File: src/rtl/ped_req_conditioner_if.sv
// Pedestrian request bundle between the button conditioner and the TLC FSM side.
// master drives the raw button and the grant; slave is the conditioner.
interface ped_req_conditioner_if;
  logic       btn_raw;
  logic       ped_ack;
  logic       ped_req;
  logic       wait_lamp;
  logic       ped_urgent;
  logic [1:0] state_dbg;

  modport master (output btn_raw, ped_ack,
                  input  ped_req, wait_lamp, ped_urgent, state_dbg);
  modport slave  (input  btn_raw, ped_ack,
                  output ped_req, wait_lamp, ped_urgent, state_dbg);
endinterface

File: src/rtl/ped_req_conditioner.sv
// Pedestrian button conditioner: sync, debounce, latched request, post-grant cooldown.
// Define PED_URGENT_EN to build the PENDING wait timer that drives ped_urgent.
module ped_req_conditioner #(
  parameter int DEB_CYCLES      = 4,
  parameter int COOLDOWN_CYCLES = 20,
  parameter int MAX_WAIT_CYCLES = 60
) (
  input  logic                  clk,
  input  logic                  rst,
  ped_req_conditioner_if.slave  bus
);
  localparam int DW = $clog2(DEB_CYCLES + 1);
  localparam int CW = $clog2(COOLDOWN_CYCLES + 1);
  localparam logic [DW-1:0] DEB_LAST = DW'(DEB_CYCLES - 1);
  localparam logic [CW-1:0] CD_LOAD  = CW'(COOLDOWN_CYCLES - 1);

  if (DEB_CYCLES < 1 || COOLDOWN_CYCLES < 1 || MAX_WAIT_CYCLES < 1) begin : g_bad_param
    $error("ped_req_conditioner: all cycle parameters must be >= 1");
  end

  typedef enum logic [1:0] {
    IDLE     = 2'b00,
    PENDING  = 2'b01,
    COOLDOWN = 2'b10,
    ILLEGAL  = 2'b11
  } state_t;

  logic          sync1, btn_s, btn_d, btn_d_q;
  logic [DW-1:0] deb_cnt;
  logic          press;

  // Counter only ever reaches DEB_LAST before clearing, so it cannot wrap.
  always_ff @(posedge clk or posedge rst) begin
    if (rst) begin
      sync1   <= 1'b0;
      btn_s   <= 1'b0;
      btn_d   <= 1'b0;
      btn_d_q <= 1'b0;
      deb_cnt <= '0;
    end else begin
      sync1   <= bus.btn_raw;
      btn_s   <= sync1;
      btn_d_q <= btn_d;
      if (btn_s == btn_d) begin
        deb_cnt <= '0;
      end else if (deb_cnt == DEB_LAST) begin
        btn_d   <= btn_s;
        deb_cnt <= '0;
      end else begin
        deb_cnt <= deb_cnt + 1'b1;
      end
    end
  end

  assign press = btn_d & ~btn_d_q;

  state_t        state, state_n;
  logic          req_r, req_n;
  logic          lamp_r, lamp_n;
  logic          queued, queued_n;
  logic [CW-1:0] cd_cnt, cd_n;

  always_ff @(posedge clk or posedge rst) begin
    if (rst) begin
      state  <= IDLE;
      req_r  <= 1'b0;
      lamp_r <= 1'b0;
      queued <= 1'b0;
      cd_cnt <= '0;
    end else begin
      state  <= state_n;
      req_r  <= req_n;
      lamp_r <= lamp_n;
      queued <= queued_n;
      cd_cnt <= cd_n;
    end
  end

  always_comb begin
    state_n  = state;
    req_n    = req_r;
    lamp_n   = lamp_r;
    queued_n = queued;
    cd_n     = cd_cnt;
    case (state)
      IDLE: begin
        if (press) begin
          state_n = PENDING;
          req_n   = 1'b1;
          lamp_n  = 1'b1;
        end
      end
      PENDING: begin
        // A press coinciding with the grant is part of this walk, not a new one.
        if (bus.ped_ack) begin
          state_n = COOLDOWN;
          req_n   = 1'b0;
          lamp_n  = 1'b0;
          cd_n    = CD_LOAD;
        end
      end
      COOLDOWN: begin
        if (cd_cnt == '0) begin
          queued_n = 1'b0;
          if (queued || press) begin
            state_n = PENDING;
            req_n   = 1'b1;
            lamp_n  = 1'b1;
          end else begin
            state_n = IDLE;
            req_n   = 1'b0;
            lamp_n  = 1'b0;
          end
        end else begin
          cd_n = cd_cnt - 1'b1;
          if (press) begin
            queued_n = 1'b1;
            lamp_n   = 1'b1;
          end
        end
      end
      default: begin
        state_n  = IDLE;
        req_n    = 1'b0;
        lamp_n   = 1'b0;
        queued_n = 1'b0;
        cd_n     = '0;
      end
    endcase
  end

`ifdef PED_URGENT_EN
  localparam int WW = $clog2(MAX_WAIT_CYCLES + 1);
  localparam logic [WW-1:0] WAIT_MAX = WW'(MAX_WAIT_CYCLES);

  logic [WW-1:0] wait_cnt, wait_n;
  logic          urg_r, urg_n;

  always_ff @(posedge clk or posedge rst) begin
    if (rst) begin
      wait_cnt <= '0;
      urg_r    <= 1'b0;
    end else begin
      wait_cnt <= wait_n;
      urg_r    <= urg_n;
    end
  end

  // Timer lives only inside PENDING; every entry starts it from zero.
  always_comb begin
    wait_n = '0;
    urg_n  = 1'b0;
    if (state == PENDING && !bus.ped_ack) begin
      wait_n = (wait_cnt == WAIT_MAX) ? wait_cnt : wait_cnt + 1'b1;
      urg_n  = (wait_n == WAIT_MAX);
    end
  end

  assign bus.ped_urgent = urg_r;
`else
  assign bus.ped_urgent = 1'b0;
`endif

  assign bus.ped_req   = req_r;
  assign bus.wait_lamp = lamp_r;
  assign bus.state_dbg = state;
endmodule
File: src/flat_wrapper.sv
// flat-port wrapper written by rule: the top's interface ports become plain ports
module ped_req_conditioner_flat 
#(
  parameter int DEB_CYCLES      = 4,
  parameter int COOLDOWN_CYCLES = 20,
  parameter int MAX_WAIT_CYCLES = 60
)
  (clk, rst, bus_btn_raw, bus_ped_ack, bus_ped_req, bus_wait_lamp, bus_ped_urgent, bus_state_dbg);
  ped_req_conditioner_if bus_i ();
  input  logic clk;
  input  logic rst;
  input wire logic [$bits(bus_i.btn_raw)-1:0] bus_btn_raw;
  input wire logic [$bits(bus_i.ped_ack)-1:0] bus_ped_ack;
  output wire logic [$bits(bus_i.ped_req)-1:0] bus_ped_req;
  output wire logic [$bits(bus_i.wait_lamp)-1:0] bus_wait_lamp;
  output wire logic [$bits(bus_i.ped_urgent)-1:0] bus_ped_urgent;
  output wire logic [$bits(bus_i.state_dbg)-1:0] bus_state_dbg;
  assign bus_i.btn_raw = bus_btn_raw;
  assign bus_i.ped_ack = bus_ped_ack;
  assign bus_ped_req = bus_i.ped_req;
  assign bus_wait_lamp = bus_i.wait_lamp;
  assign bus_ped_urgent = bus_i.ped_urgent;
  assign bus_state_dbg = bus_i.state_dbg;
  ped_req_conditioner #(.DEB_CYCLES(DEB_CYCLES), .COOLDOWN_CYCLES(COOLDOWN_CYCLES), .MAX_WAIT_CYCLES(MAX_WAIT_CYCLES)) u_core (.clk(clk), .rst(rst), .bus(bus_i));
endmodule
File: config.mk
export PLATFORM = sky130hd
export DESIGN_NAME = ped_req_conditioner_flat
export DESIGN_NICKNAME = d
export VERILOG_FILES = /design/src/rtl/ped_req_conditioner_if.sv /design/src/rtl/ped_req_conditioner.sv /design/src/flat_wrapper.sv
export SDC_FILE = /design/constraint.sdc
export NUM_CORES = 1
export LEC_CHECK = 0
export CAP_MARGIN = 20
export CELL_PAD_IN_SITES_DETAIL_PLACEMENT = 0
export CELL_PAD_IN_SITES_GLOBAL_PLACEMENT = 1
export CORE_MARGIN = 2
export CORE_UTILIZATION = 44
export CTS_CLUSTER_DIAMETER = 60
export DETAILED_ROUTE_END_ITERATION = 8
export PLACE_DENSITY = 0.85
export SYNTH_ARGS = -nofsm -noshare
export SYNTH_HDL_FRONTEND = slang
export SYNTH_SLANG_ARGS = --single-unit
File: constraint.sdc
create_clock -name clk -period 1.85 [get_ports clk]
set_input_delay 0.2775 -clock clk [delete_from_list [all_inputs] [get_ports clk]]
set_output_delay 0.2775 -clock clk [all_outputs]
set_load 0.05 [all_outputs]
==> flow_summary_export.csv, run 1 <==
group,metric,value,unit
clocking,root_buffer,"clkbuf_4",
sta,hold_slack,0.265,ns
place,gp_congestion,0.741,
sta,min_period_over_period,94.1,%
sta,fin_crit,1.74,ns
logic_synthesis,synthAdderAreaFrac,7.82,%
logic_synthesis,yosysWarnings,0,
worst_setup_path,endpoint_kind,"output pin",
drt,drcViolationCount,0,
worst_setup_path,crit_buf_inv,1,
logic_synthesis,yosys.area_share.xor_xnor,0.913,%
cells_and_area,fin_nets,109,
worst_setup_path,slowest_stage,"clkdlybuf4s50_1",
logic_synthesis,yosysTopAreaCell,"dfrtp_1",
worst_setup_path,critPathKind,"flip-flop to output pin",
clocking,path_clk_slew,0.12,ns
clocking,cts_sinks,17,
floorplan,die_h,50.7,um
logic_synthesis,synth-edff-count,0,
floorplan,core_region_area,0.00200,sq mm
logic_synthesis,syn_area,960,sq um
drt,wl_per_cell,13.2,um
sta,max_slew_margin,65.8,%
worst_setup_path,crit_path_start,"u_core.bus.wait_lamp",
logic_synthesis,seq_area_frac_synth,44.3,%
logic_synthesis,avgSynthCellArea,11.2,sq um
run,drv_cap,0,
place,port_buffers,7,
clocking,post_cts_resized,0,
global_route,grt_util_met1,19.7,%
clocking,holdBufCountCts,0,
logic_synthesis,synth_top_family_by_area,"simple AND/OR/NAND/NOR gates",
clocking,numCtsBuffers,3,
worst_setup_path,worstSetupStartpointType,"flip-flop",
worst_setup_path,critPathRequiredTime,1.57,ns
worst_setup_path,reg2regPathDepth,5,
worst_setup_path,r2r_setup_slack,0.13,ns
drt,viasPerCell,5.33,
floorplan,ioPinCount,9,
global_route,grt_usage,14.8,%
sta,worst_pin_slew,0.512,ns
sta,final_max_slew_viol_count,0,
clocking,post_cts_buffers,0,
cells_and_area,fillers,175,
floorplan,initial_core_util,47.9,%
worst_setup_path,path_delay_family,"buffers and inverters",
power,vdd_drop_max,0.926,mV
sta,setup_violations,0,
cells_and_area,area_delta_synth_final,15.9,%
worst_setup_path,crit_fanout,2,
floorplan,die_area,0.00257,sq mm
logic_synthesis,synthMuxAreaShare,9.13,%
sta,fin_ws,0.110,ns
cells_and_area,drive_gt1_share,19.4,%
clocking,htree_levels,1,
worst_setup_path,regToRegStartpoint,"u_core.cd_cnt[0]",
power,power_leakage,0.542,nW
sta,rsz0062_at_grt,"no",
global_route,met2_usage,23.5,%
clocking,clk-insertion-delay-late,0.30,ns
sta,fmax,575,MHz
clocking,cts_tree,"yes",
worst_setup_path,worstPathArrival,1.46,ns
logic_synthesis,synth-compound-area-share,16.3,%
power,power,2.00,mW
logic_synthesis,synthFlopType,"dfrtp_1",
logic_synthesis,post_synth_and_or_nand_nor_area_fraction,16.6,%
logic_synthesis,syn_nets,96,
logic_synthesis,netlist.area_leader.share,44.3,%
worst_setup_path,max_stage_delay,0.80,ns
place,dp_hpwl,1.17,mm
cells_and_area,diodes,0,
sta,setup_tns,0,ns
global_route,grt_pass1_vias,634,
drt,final_antenna_net_count,0,
run_status,outcome,"finished clean",
drt,vias,666,
power,p_per_area,1800,mW/mm^2
worst_hold_path,hold_class,"primary input to async pin",
clocking,cts.path.max_buffers,2,
global_route,grt_pass1_wl,2.84,mm
place,pre_cts_ws,0.188,ns
worst_setup_path,r2r-end,"u_core.cd_cnt[3]",
sta,hold_violations,0,
drt,drt_iter0_drc,7,
logic_synthesis,postSynthCellCount,86,
floorplan,die_w,50.7,um
global_route,overflow,0,
logic_synthesis,synth_seq_cells,17,
floorplan,fp-row-count,16,
global_route,use_met3,2.68,%
global_route,grt-busiest-layer,"met2",
logic_synthesis,async_flop_share,100,%
drt,drtPass1Iterations,4,
global_route,antenna_found_initial,0,
logic_synthesis,yosys-top-cells-area,"dfrtp_1, ha_1, mux2_4",
global_route,grt_start_max_net_pins,18,
logic_synthesis,synth_cell_types,35,
worst_setup_path,path_cells,"clkdlybuf4s50_1",
sta,clock_skew,0.00752,ns
drt,wirelength,1.65,mm
==> stage by stage <==
step | instance area (sq um) | utilization (%) | std cells
3_3_place_gp | 1080 | 53.8 | 121
6_report | 1110 | 55.6 | 125
5_1_grt | 1110 | 55.6 | 125
2_1_floorplan | 961 | - | 86
4_1_cts | 1110 | 55.3 | 125
3_5_place_dp | 1080 | 53.8 | 121
==> sequential cells by signal, summed over array words and instances, names as in the netlist <==
register / count
u_core.bus.wait_lamp: 1
u_core.btn_d: 1
u_core.queued: 1
u_core.bus.state_dbg: 2
u_core.cd_cnt: 5
u_core.deb_cnt: 3
u_core.btn_s: 1
u_core.bus.ped_req: 1
u_core.sync1: 1
u_core.btn_d_q: 1
==> cells in the mapped netlist (2+ instances only) <==
cell type,n
nor2b_1,7
ha_1,6
inv_1,7
buf_2,2
nand2_1,2
mux2i_1,2
a21oi_1,4
mux2_4,3
nor3_1,2
mux2_2,2
nand2b_1,2
nor3b_1,3
nor2_1,3
dfrtp_1,17
o21ai_0,4
==> cell type report <==
class,count,area (sq um),share of cell area (%)
clock buffer,3,22.5,2.02
tap,27,33.8,3.04
timing repair buffer,11,105,9.45
multi-input combinational,59,490,44.1
sequential,17,427,38.4
clock inverter,1,7.51,0.675
inverter,7,26.3,2.36
==> power by group <==
group	leakage (nW)	switching (mW)	total, mW	internal (mW)
clock network	0.0139	0.133	0.215	0.0822
logic	0.311	0.614	1.16	0.549
registers	0.217	0.120	0.619	0.499
total	0.542	0.867	2.00	1.13
==> how the worst max path moves through the flow <==
stage | end | cells past startpoint
3_5_place_dp | u_core.cd_cnt[3] | 5
2_1_floorplan | u_core.bus.state_dbg[0] | 6
5_1_grt | bus_wait_lamp | 1
3_3_place_gp | u_core.cd_cnt[3] | 5
6_report | bus_wait_lamp | 1
4_1_cts | bus_state_dbg[1] | 1
==> cells in the final DEF (no fill, tap or decap), types with 2 or more instances in the layout <==
cell,Yosys,routed
a21oi_1,4,4
nor3b_1,3,3
o21ai_0,4,4
nand2b_1,2,2
buf_4,1,4
nor2_1,3,3
mux2i_1,2,2
inv_1,7,7
nor2b_1,7,7
nand2_1,2,2
mux2_4,3,3
clkbuf_4,0,3
dfrtp_1,17,16
nor3_1,2,2
dlymetal6s2s_1,0,2
clkdlybuf4s50_1,0,5
ha_1,6,6
mux2_2,2,2
==> logic make-up after synthesis <==
family                     Yosys count
AOI/OAI and AO/OA                   20
other                                1
adders and majority gates            6
xor gates and xnor gates             1
DFF                                 17
and+or+nand+nor                     24
muxes                                7
buffers and inverters               10
==> layer usage <==
layer / vias to the layer above / wire length [um]
li1: 330 / -
met1: 319 / 832
met2: 13 / 741
met3: 4 / 48
met4: 0 / 29
met5: - / 0
(Power assumes the default switching activity.)
==> run 2, diff against run 1 <==
--- a/config.mk
+++ b/config.mk
@@ -5,14 +5,17 @@
 export SDC_FILE = /design/constraint.sdc
 export NUM_CORES = 1
 export LEC_CHECK = 0
+export ABC_AREA = 1
+export ABC_CLOCK_PERIOD_IN_PS = 1850
 export CAP_MARGIN = 20
 export CELL_PAD_IN_SITES_DETAIL_PLACEMENT = 0
 export CELL_PAD_IN_SITES_GLOBAL_PLACEMENT = 1
 export CORE_MARGIN = 2
-export CORE_UTILIZATION = 44
+export CORE_UTILIZATION = 42
 export CTS_CLUSTER_DIAMETER = 60
 export DETAILED_ROUTE_END_ITERATION = 8
 export PLACE_DENSITY = 0.85
 export SYNTH_ARGS = -nofsm -noshare
 export SYNTH_HDL_FRONTEND = slang
 export SYNTH_SLANG_ARGS = --single-unit
+export TNS_END_PERCENT = 100
==> run 2 against run 1 <==
- combinational power shrank 5%
- synthesized cell count rose by 22%
- worst setup slack worse by 0.0089 ns
- sequential power is 2% lower
- hold slack gained 0.036 ns
- cell area down 3.0%
- total power fell by 4.9%
- non-clock buffer count decreased by 3
- utilization decreased by 5.9 points
- critical endpoint unchanged
- largest cell class unchanged
- largest power group unchanged
==> flow_summary_export.csv, run 2 <==
group,metric,value,unit
place,port_buffers,7,
logic_synthesis,synth_cell_types,26,
power,pwr-share-clk,10.3,%
worst_setup_path,regToRegStartpoint,"u_core.bus.state_dbg[1]",
place,dp_hpwl,1.13,mm
cells_and_area,diodes,0,
logic_synthesis,netlist.area_leader.share,45.0,%
logic_synthesis,syn_area,946,sq um
logic_synthesis,yosysTopAreaCell,"dfrtp_1",
clocking,holdBufCountCts,0,
worst_setup_path,path_delay_family,"buffers and inverters",
clocking,cts.path.max_buffers,2,
run,drv_cap,0,
cells_and_area,final_common_cell,"nand2_1",
sta,min_period_over_period,94.6,%
sta,fin_crit,1.75,ns
logic_synthesis,synth-edff-count,0,
drt,final_antenna_net_count,0,
sta,worst_pin_slew,0.497,ns
clocking,cts_sinks,17,
floorplan,ioPinCount,9,
worst_setup_path,slowest_stage,"clkdlybuf4s50_1",
clocking,root_buffer,"clkbuf_4",
drt,wirelength,1.46,mm
worst_setup_path,r2r_setup_slack,0.46,ns
global_route,grt_start_max_net_pins,18,
worst_hold_path,hold_class,"primary input to async pin",
worst_setup_path,crit_fanout,3,
global_route,overflow,0,
sta,setup_violations,0,
power,p_per_area,1760,mW/mm^2
sta,hold_violations,0,
clocking,post_cts_buffers,0,
cells_and_area,instances_no_fill,144,
sta,final_max_slew_viol_count,0,
logic_synthesis,yosys-top-cells-area,"dfrtp_1, nand2_1, ha_1",
logic_synthesis,avgSynthCellArea,9.01,sq um
logic_synthesis,synth_seq_cells,17,
cells_and_area,area_delta_synth_final,14.0,%
place,pre_cts_ws,0.351,ns
global_route,grt_pass1_vias,673,
floorplan,die_w,51.5,um
cells_and_area,drive_gt1_share,22.4,%
sta,clock_skew,0.00476,ns
cells_and_area,fin_nets,127,
clocking,cts_tree,"yes",
worst_setup_path,worstSetupStartpointType,"flip-flop",
worst_setup_path,critPathKind,"flip-flop to output pin",
run_status,outcome,"finished clean",
drt,drt_iter0_drc,11,
drt,viasPerCell,4.58,
cells_and_area,largest_reg_flops,5,
sta,fmax,572,MHz
global_route,grt_pass1_wl,2.75,mm
drt,drtPass1Iterations,4,
power,intPower,983,uW
logic_synthesis,synthTopCellsByCount,"nand2_1, dfrtp_1, inv_1",
logic_synthesis,async_flop_share,100,%
drt,vias,660,
sta,max_slew_margin,66.7,%
logic_synthesis,syn_nets,115,
drt,drcViolationCount,0,
logic_synthesis,yosysWarnings,0,
power,p_sw,917,uW
logic_synthesis,post-synth-top-count-cell,"nand2_1",
sta,rsz0062_at_grt,"no",
global_route,antenna_found_initial,0,
power,power_leakage,0.566,nW
clocking,htree_levels,1,
floorplan,die_h,51.5,um
worst_setup_path,endpoint_kind,"output pin",
power,power,1.90,mW
floorplan,die_area,0.00265,sq mm
clocking,path_clk_slew,0.10,ns
worst_setup_path,worstPathArrival,1.47,ns
worst_setup_path,reg2regPathDepth,9,
worst_setup_path,path_cells,"clkdlybuf4s50_1",
floorplan,core_region_area,0.00217,sq mm
power,p_comb_share,58.0,%
power,vdd_drop_max,1.03,mV
sta,fin_ws,0.101,ns
power,pwr-share-seq,31.8,%
worst_setup_path,r2r-end,"u_core.cd_cnt[1]",
logic_synthesis,seq_area_frac_synth,45.0,%
worst_setup_path,max_stage_delay,0.81,ns
clocking,numCtsBuffers,3,
cells_and_area,final_cell_mix,"nand2_1, dfrtp_1, inv_1",
power,swShare,48.3,%
place,gp_congestion,0.751,
worst_setup_path,critPathRequiredTime,1.57,ns
logic_synthesis,postSynthCellCount,105,
worst_setup_path,crit_buf_inv,1,
logic_synthesis,synthFlopType,"dfrtp_1",
clocking,clk-insertion-delay-late,0.28,ns
place,dp_cells,140,
drt,wl_per_cell,10.2,um
global_route,grt_usage,13.6,%
floorplan,fp-row-count,17,
cells_and_area,regMostFlops,"u_core.cd_cnt",
floorplan,initial_core_util,43.6,%
clocking,post_cts_resized,0,
sta,setup_tns,0,ns
==> run 2: worst max-delay path by stage <==
stage	from	end	slack [ns]	cells past startpoint
2_1_floorplan	u_core.bus.state_dbg[1]	u_core.bus.state_dbg[0]	0.24	8
3_3_place_gp	u_core.bus.state_dbg[1]	bus_state_dbg[1]	0.37	1
3_5_place_dp	u_core.bus.state_dbg[1]	bus_state_dbg[1]	0.35	1
4_1_cts	u_core.bus.state_dbg[1]	bus_state_dbg[1]	0.02	1
5_1_grt	u_core.bus.wait_lamp	bus_wait_lamp	0.04	1
6_report	u_core.bus.wait_lamp	bus_wait_lamp	0.10	1
==> run 2: logic make-up (layout without fill, tap and decap cells) <==
logic type | after synthesis | count (layout) | share of synthesized area (%)
and+or+nand+nor | 47 | 47 | 27.6
buffers and inverters | 20 | 31 | 8.60
DFF | 17 | 17 | 45.0
AOI/OAI and AO/OA | 12 | 12 | 8.60
adders and majority gates | 6 | 6 | 7.94
xor gates and xnor gates | 2 | 2 | 1.85
other | 1 | 1 | 0.396
==> run 2: power by group through the flow <==
stage	registers [mW]	logic, mW	clock network [mW]
after floorplan	0.733	0.762	0
after global placement	0.603	1.09	0
after detailed placement	0.612	1.11	0
after CTS	0.604	1.11	0.204
after global routing	0.625	1.25	0.213
final	0.604	1.10	0.195
==> run 2: final cells by class <==
| type | count | area [sq um] |
|---|---|---|
| multi-input combinational | 68 | 439 |
| clock inverter | 1 | 5.00 |
| sequential | 17 | 425 |
| timing repair buffer | 8 | 77.6 |
| clock buffer | 3 | 22.5 |
| tap | 28 | 35.0 |
| inverter | 19 | 73.8 |
| fill | 218 | 1090 |
==> run 2: stage by stage <==
step	instance area, sq um	hold slack [ns]	util (%)
floorplan	946	0.204	-
global placement	1050	0.333	48.3
detailed placement	1050	0.349	48.3
CTS	1080	0.306	49.6
global route	1080	0.341	49.7
finish	1080	0.301	49.7
==> run 2: layer usage <==
layer,up-vias,track usage (%),wire length [um]
met5,-,0,0
met4,0,5.70,14
met3,2,1.75,53
met2,12,20.7,648
met1,304,19.5,746
li1,342,-,-
==> run 2: worst min-delay path, delay by kind of cell <==
kind / cells / cell delay [ns]
buffers and inverters: 3 / 0.69
==> run 3, diff against run 2 <==
--- a/config.mk
+++ b/config.mk
@@ -15,7 +15,7 @@
 export CTS_CLUSTER_DIAMETER = 60
 export DETAILED_ROUTE_END_ITERATION = 8
 export PLACE_DENSITY = 0.85
+export SLEW_MARGIN = 10
 export SYNTH_ARGS = -nofsm -noshare
 export SYNTH_HDL_FRONTEND = slang
 export SYNTH_SLANG_ARGS = --single-unit
-export TNS_END_PERCENT = 100
==> results of run 3 <==
Same layout as run 2: the final DEF is identical, and so are final timing and power.
